### src/rtl/div_seq.sv
// div_seq: sequential restoring divider, one quotient bit per clock.
// Shares the init/done start-complete handshake with the shift-add multiplier.
// Optional feature: define DIV_ZERO_DETECT_EN to add the div_zero port and a
// one-cycle early exit when the captured divisor is zero.
module div_seq #(
  parameter int N = 3
) (
  input  logic         clk,
  input  logic         rst_n,
  input  logic [N-1:0] a,
  input  logic [N-1:0] b,
  input  logic         init,
  output logic [N-1:0] quotient,
  output logic [N-1:0] remainder,
  output logic         done,
`ifdef DIV_ZERO_DETECT_EN
  output logic         div_zero,
`endif
  output logic         busy
);

  localparam int CW = $clog2(N + 1);

  typedef enum logic [1:0] {IDLE, RUN, DONE} state_t;

  state_t          state_q, state_d;
  logic [N:0]      r_q, r_d;
  logic [N-1:0]    q_q, q_d;
  logic [N-1:0]    d_q, d_d;
  logic [CW-1:0]   cnt_q, cnt_d;
  logic [N-1:0]    quot_q, quot_d;
  logic [N-1:0]    rem_q, rem_d;
  logic            done_q, done_d;
  logic            busy_q, busy_d;
  logic            dz_q, dz_d;

  // Shifted {R,Q} and trial subtraction; T is one bit wider so its MSB is the sign.
  logic [2*N:0]    rq_sh;
  logic [N:0]      r_sh;
  logic [N-1:0]    q_sh;
  logic [N+1:0]    t;

  assign rq_sh = {r_q, q_q} << 1;
  assign r_sh  = rq_sh[2*N:N];
  assign q_sh  = rq_sh[N-1:0];
  assign t     = {1'b0, r_sh} - {2'b00, d_q};

  // Next-state and datapath control.
  always_comb begin
    state_d = state_q;
    r_d     = r_q;
    q_d     = q_q;
    d_d     = d_q;
    cnt_d   = cnt_q;
    quot_d  = quot_q;
    rem_d   = rem_q;
    done_d  = done_q;
    busy_d  = busy_q;
    dz_d    = dz_q;
    unique case (state_q)
      IDLE, DONE: begin
        if (init) begin
          r_d    = '0;
          q_d    = a;
          d_d    = b;
          cnt_d  = CW'(N);
          done_d = 1'b0;
          busy_d = 1'b1;
          dz_d   = 1'b0;
          state_d = RUN;
`ifdef DIV_ZERO_DETECT_EN
          // Zero divisor: skip the iterations, return the values the loop would give.
          if (b == '0) begin
            quot_d  = '1;
            rem_d   = a;
            dz_d    = 1'b1;
            done_d  = 1'b1;
            busy_d  = 1'b0;
            state_d = DONE;
          end
`endif
        end
      end
      RUN: begin
        // init is ignored here; the running division always completes.
        if (t[N+1]) begin
          r_d = r_sh;
          q_d = q_sh;
        end else begin
          r_d = t[N:0];
          q_d = q_sh | N'(1);
        end
        cnt_d = cnt_q - 1'b1;
        if (cnt_q == CW'(1)) begin
          quot_d  = q_d;
          rem_d   = r_d[N-1:0];
          done_d  = 1'b1;
          busy_d  = 1'b0;
          state_d = DONE;
        end
      end
      default: state_d = IDLE;
    endcase
  end

  // State and result registers with synchronous active-low reset.
  always_ff @(posedge clk) begin
    if (!rst_n) begin
      state_q <= IDLE;
      r_q     <= '0;
      q_q     <= '0;
      d_q     <= '0;
      cnt_q   <= '0;
      quot_q  <= '0;
      rem_q   <= '0;
      done_q  <= 1'b0;
      busy_q  <= 1'b0;
      dz_q    <= 1'b0;
    end else begin
      state_q <= state_d;
      r_q     <= r_d;
      q_q     <= q_d;
      d_q     <= d_d;
      cnt_q   <= cnt_d;
      quot_q  <= quot_d;
      rem_q   <= rem_d;
      done_q  <= done_d;
      busy_q  <= busy_d;
      dz_q    <= dz_d;
    end
  end

  assign quotient  = quot_q;
  assign remainder = rem_q;
  assign done      = done_q;
  assign busy      = busy_q;
`ifdef DIV_ZERO_DETECT_EN
  assign div_zero  = dz_q;
`else
  logic unused_dz;
  assign unused_dz = dz_q;
`endif

endmodule

### config.mk
export PLATFORM = sky130hd
export DESIGN_NAME = div_seq
export DESIGN_NICKNAME = d
export VERILOG_FILES = /design/src/rtl/div_seq.sv
export SDC_FILE = /design/constraint.sdc
export NUM_CORES = 1
export LEC_CHECK = 0
export ABC_AREA = 1
export ABC_CLOCK_PERIOD_IN_PS = 2800
export CAP_MARGIN = 20
export CORE_UTILIZATION = 54
export DETAILED_ROUTE_END_ITERATION = 16
export PLACE_DENSITY = 0.84
export SLEW_MARGIN = 20
export SYNTH_ARGS = -nofsm -noshare
export SYNTH_HDL_FRONTEND = slang
export SYNTH_SLANG_ARGS = --single-unit
### constraint.sdc
create_clock -name clk -period 2.8 [get_ports clk]
set_input_delay 0.56 -clock clk [delete_from_list [all_inputs] [get_ports clk]]
set_output_delay 0.56 -clock clk [all_outputs]
set_load 0.02 [all_outputs]
After elaboration in Yosys (flattened, before gate mapping)
Cells that the tools add are included.
{ "totals": {"output_inout_bits": 8, "regBits": 21, "wordCells": 41} }
{ "op_classes": {"addsub": 2, "reduce_logical": 8, "n_eq_ne": 5, "mux": 17} }
{ "ops": {"columns": ["operator", "count"], "rows": [
  ["3-bit one-hot mux with 2 select lines", 2],
  ["3-bit two-way mux", 3],
  ["2-bit one-hot mux with 2 select lines", 2],
  ["2-bit AND reduction", 4],
  ["2-bit two-way mux", 3],
  ["1-bit two-way mux", 5],
  ["4-bit by 3-bit subtractor with 5-bit output", 1],
  ["2-bit by 1-bit == test with 1-bit output (second input constant)", 2],
  ["2-bit inequality test (second input constant)", 2],
  ["1-bit one-hot mux with 2 select lines", 2],
  ["3-bit AND reduction", 1],
  ["2-bit == test (second input constant)", 1],
  ["2-bit logical NOT", 1],
  ["2-bit nonzero test", 1],
  ["2-bit OR reduction", 1],
  ["2-bit by 1-bit subtractor with 2-bit output (second input constant)", 1]
]} }

Logic depth before layout (Yosys ltp)
{ "logic_depth": {"ltp_word": 4, "ltp_mapped": 11, "ltp_nobuf": 11} }

Worst setup path before layout
No wires, ideal clock.
{ "synth_timing": {"path_type": "register to register", "startpoint": "register q_q[2]", "endpoint": "register rem_q[0] (netlist: remainder[0])", "arrival_time_ns": 1.410, "period_less_slack_ns": 1.519, "path_slack_ns": 1.281, "stages_incl_launch_ff": 12, "cell_sequence": "dfxtp_1 > inv_1 > ha_1 > fa_1 > inv_1 > nand2_1 > nand2_1 > nand2_1 > nand2_1 > nand2_1 > nand2_1 > inv_1"} }
{ "synth_between": {"elab_chain_cells": 2} }
{ "synth_lines": {"columns": ["element", "line_no", "source"], "rows": [
  ["start: declaration", "28", "logic [N-1:0] q_q, q_d;"],
  ["start signal: assignment", "122", "q_q <= q_d;"],
  ["4-bit by 3-bit subtractor with 5-bit output", "46", "assign t = {1'b0, r_sh} - {2'b00, d_q};"],
  ["3-bit two-way mux (*)", "86", "if (t[N+1]) begin"],
  ["end signal: assignment", "126", "rem_q <= rem_d;"],
  ["end: declaration", "32", "logic [N-1:0] rem_q, rem_d;"]
]} }
Every way passes the cells marked *; elsewhere a longest branch is shown, timed or not.
A chain may end at the register's enable or synchronous reset.

Final worst setup path
{ "layout_timing": {"startpoint": "register quot_q[0] (netlist: quotient[0])", "endpoint": "output port quotient[0]"} }
{ "layout_lines": {"columns": ["element", "line_no", "source"], "rows": [
  ["start: declaration", "31", "logic [N-1:0] quot_q, quot_d;"],
  ["start signal: assignment", "125", "quot_q <= quot_d;"],
  ["end: declaration", "13", "output logic [N-1:0] quotient,"]
]} }
No word-level cell between the ends.

==> results.json <==
{
  "finalClockSkew_ns": 0.00265,
  "route.detailed.drc": 0,
  "final.min_clock_period_ns": 1.86,
  "min_delay_worst_type": "register to register",
  "critical_path.startpoint_type": "register",
  "hold_buffers": 0,
  "timing.critical_path.arrival_ns": 1.30,
  "tightestPinTransition_ns": 0.410,
  "critPathMaxStageDelay_ns": 0.61,
  "synth_area_per_cell_um2": 7.98,
  "clkTransAtPathRegs_ns": 0.11,
  "finalMaxSlewViolations": 0,
  "netlist.top_cell.by_area": "sky130_fd_sc_hd__dfxtp_1",
  "design.die.area_mm2": 0.00199,
  "antenna-diode-count": 0,
  "layout_worst_path_cycle_share_pct": 66.4,
  "timing.final.setup_violations": 0,
  "synth.ff_latch_count": 21,
  "gp_congestion": 0.827,
  "setup_total_negative_slack_ns": 0,
  "synth.cell_area_um2": 981,
  "crit_required_ns": 2.24,
  "p_per_area_mw_per_mm2": 564,
  "nets": 155,
  "numClockSinks": 21,
  "critPathTopFamily": "buffers and inverters",
  "floorplan.die.width_um": 44.6,
  "placed_area_mm2": 0.00115,
  "synthesized_netlist_net_count": 136,
  "report.final.hold_viol_count": 0,
  "dieHeight_um": 44.6,
  "ys.warnings.count": 0,
  "initial_core_utilization_pct": 57.4,
  "floorplan.io_pins": 17,
  "synth_top_family_by_area": "simple AND/OR/NAND/NOR gates",
  "grt_start_max_net_pins": 15,
  "detail_route.wirelength_um": 1920,
  "post-route-cell-area_mm2": 0.00118,
  "avgRoutedWirePerCell_um": 11.6,
  "critPathCaptureType": "primary output",
  "post_synth_xor_area_fraction_pct": 0,
  "outcome": "finished clean",
  "postCtsSetupRepairBufs": 0,
  "synthesized_area_fraction_occupied_by_adder_cells_pct": 5.87,
  "critical_path_class": "register to primary output",
  "detailroute.wirelength.met3_um": 54,
  "rsz_0062_raised_after_global_routing": "false",
  "timing.critical_path.slowest_stage_cell": "sky130_fd_sc_hd__clkdlybuf4s50_1",
  "dpl.hpwl_um": 1430,
  "grt_pass1_wl_um": 3110,
  "dr.max_layer_used": "met4",
  "length_of_routed_wiring_on_met1_um": 949,
  "cts-htree-levels": 1,
  "via_count": 859,
  "route.detailed.vias_per_inst": 5.17,
  "worst-path-buf-inv": 1,
  "worstPathCellList": "clkdlybuf4s50_1",
  "drt_iter0_drc": 22,
  "dr.pass1.iters": 4,
  "grt_antenna_before_repair": 0,
  "ys_types": 24,
  "detail-route-antenna-nets": 0,
  "worst_skew_pair.late_latency_ns": 0.30,
  "port_buffers": 16,
  "timing.fmax_ghz": 0.538,
  "numCtsBuffers": 3,
  "cts_tree": "done",
  "synth_mux_area_share_pct": 0,
  "coreArea_mm2": 0.00171,
  "synth_top_area_share_pct": 42.9,
  "cts_root_buf": "sky130_fd_sc_hd__clkbuf_4",
  "p_leak_nw": 0.516,
  "synth.yosys.seq_area_share_pct": 42.9,
  "peakVddDrop_v": 0.000401,
  "via_count_of_the_first_global_routing_pass": 755,
  "post_cts_gate_resize_count": 0,
  "area.growth.synth_to_final_pct": 20.2,
  "mapped_cells": 123,
  "synth_compound_gate_area_share_pct": 13.5,
  "route.met2.wl_um": 879,
  "grt_overflow_total": 0,
  "path_max_fanout": 2,
  "slew_headroom_pct": 72.5,
  "post_route_cells_drive_above_1_share_pct": 12.1,
  "grt_use_total_pct": 21.6,
  "rows": 15,
  "cts.path.max_buffers": 2,
  "max_cap_viol_count": 0,
  "yosys.area_share.simple_pct": 28.7,
  "synth.area.top_cells": "sky130_fd_sc_hd__dfxtp_1 (43%), sky130_fd_sc_hd__nand2_1 (9.2%), sky130_fd_sc_hd__a21oi_1 (5.6%), sky130_fd_sc_hd__inv_1 (5.4%), sky130_fd_sc_hd__nor2_1 (5.0%)"
}
-- worst paths after layout --
check                   start            to  slack [ns]  cells after the start
hold reg to reg        d_q[2]        d_q[2]        0.46                      2
setup / recovery  quotient[0]   quotient[0]        0.94                      1
setup reg to reg       q_q[2]  remainder[0]        1.06                     11
hold / removal         d_q[2]        d_q[2]        0.46                      2
-- flip-flops by register name, summed over array words and instances, names as in the netlist --
name	count
busy	1
q_q	3
state_q	2
remainder	3
quotient	3
cnt_q	2
r_q	3
d_q	3
done	1
-- Yosys cell counts --
| master | instances |
|---|---|
| sky130_fd_sc_hd__inv_1 | 14 |
| sky130_fd_sc_hd__o21ai_0 | 7 |
| sky130_fd_sc_hd__dfxtp_1 | 21 |
| sky130_fd_sc_hd__nand3b_1 | 1 |
| sky130_fd_sc_hd__nor2_2 | 2 |
| sky130_fd_sc_hd__buf_8 | 1 |
| sky130_fd_sc_hd__ha_1 | 3 |
| sky130_fd_sc_hd__o21a_1 | 2 |
| sky130_fd_sc_hd__nand4_1 | 1 |
| sky130_fd_sc_hd__nand2_4 | 3 |
| sky130_fd_sc_hd__a211oi_2 | 1 |
| sky130_fd_sc_hd__nand3_2 | 1 |
| sky130_fd_sc_hd__nor2_8 | 1 |
| sky130_fd_sc_hd__a21oi_1 | 11 |
| sky130_fd_sc_hd__nand2_1 | 24 |
| sky130_fd_sc_hd__nor3b_2 | 1 |
| sky130_fd_sc_hd__clkinv_2 | 1 |
| sky130_fd_sc_hd__fa_1 | 1 |
| sky130_fd_sc_hd__inv_2 | 3 |
| sky130_fd_sc_hd__nand3_1 | 6 |
| sky130_fd_sc_hd__o21ai_1 | 3 |
| sky130_fd_sc_hd__nor2_1 | 13 |
| sky130_fd_sc_hd__buf_2 | 1 |
| sky130_fd_sc_hd__nor3_2 | 1 |
-- layout make-up --
| type | count | area (um^2) |
|---|---|---|
| Clock buffer | 4 | 26.3 |
| Fill cell | 136 | 529 |
| Inverter | 18 | 68.8 |
| Multi-Input combinational cell | 82 | 472 |
| Sequential cell | 21 | 420 |
| Tap cell | 25 | 31.3 |
| Timing Repair Buffer | 16 | 160 |
-- cells by family after synthesis --
| family | Yosys count |
|---|---|
| AOI/OAI and AO/OA | 24 |
| DFF | 21 |
| adders and majority gates | 4 |
| and+or+nand+nor | 54 |
| buffers and inverters | 20 |
-- layout by cell type (no fill, tap or decap), drive strengths merged --
cell            n
a211oi          1
a21oi          11
clkbuf          4
clkdlybuf4s50  16
clkinv          1
dfxtp          21
fa              1
ha              3
inv            17
nand2          27
nand3           7
nand3b          1
nand4           1
nor2           16
nor3            1
nor3b           1
o21a            2
o21ai          10
-- metrics by stage --
stage	hold WS, ns	std cells	util, %	worst slack (ns)	total power [mW]
2_1_floorplan	0.433	123	-	1.28	0.475
3_3_place_gp	0.451	162	67.5	1.01	0.518
3_5_place_dp	0.454	162	67.5	0.982	0.525
4_1_cts	0.472	166	69.0	0.939	0.667
5_1_grt	0.503	166	69.0	0.921	0.699
6_report	0.465	166	69.0	0.941	0.665
-- layer usage --
metal  GRT usage, %  vias to the layer above
met5              0                        -
met3           2.45                        5
met2           32.6                       12
met4           13.3                        0
met1           29.4                      409
li1               -                      433
-- where the power goes --
group | internal (mW) | switching [mW]
sequential | 0.325 | 0.0166
clock | 0.0556 | 0.0905
combinational | 0.0690 | 0.108
total | 0.450 | 0.215
Note: power is estimated with default switching activity, not from simulation.
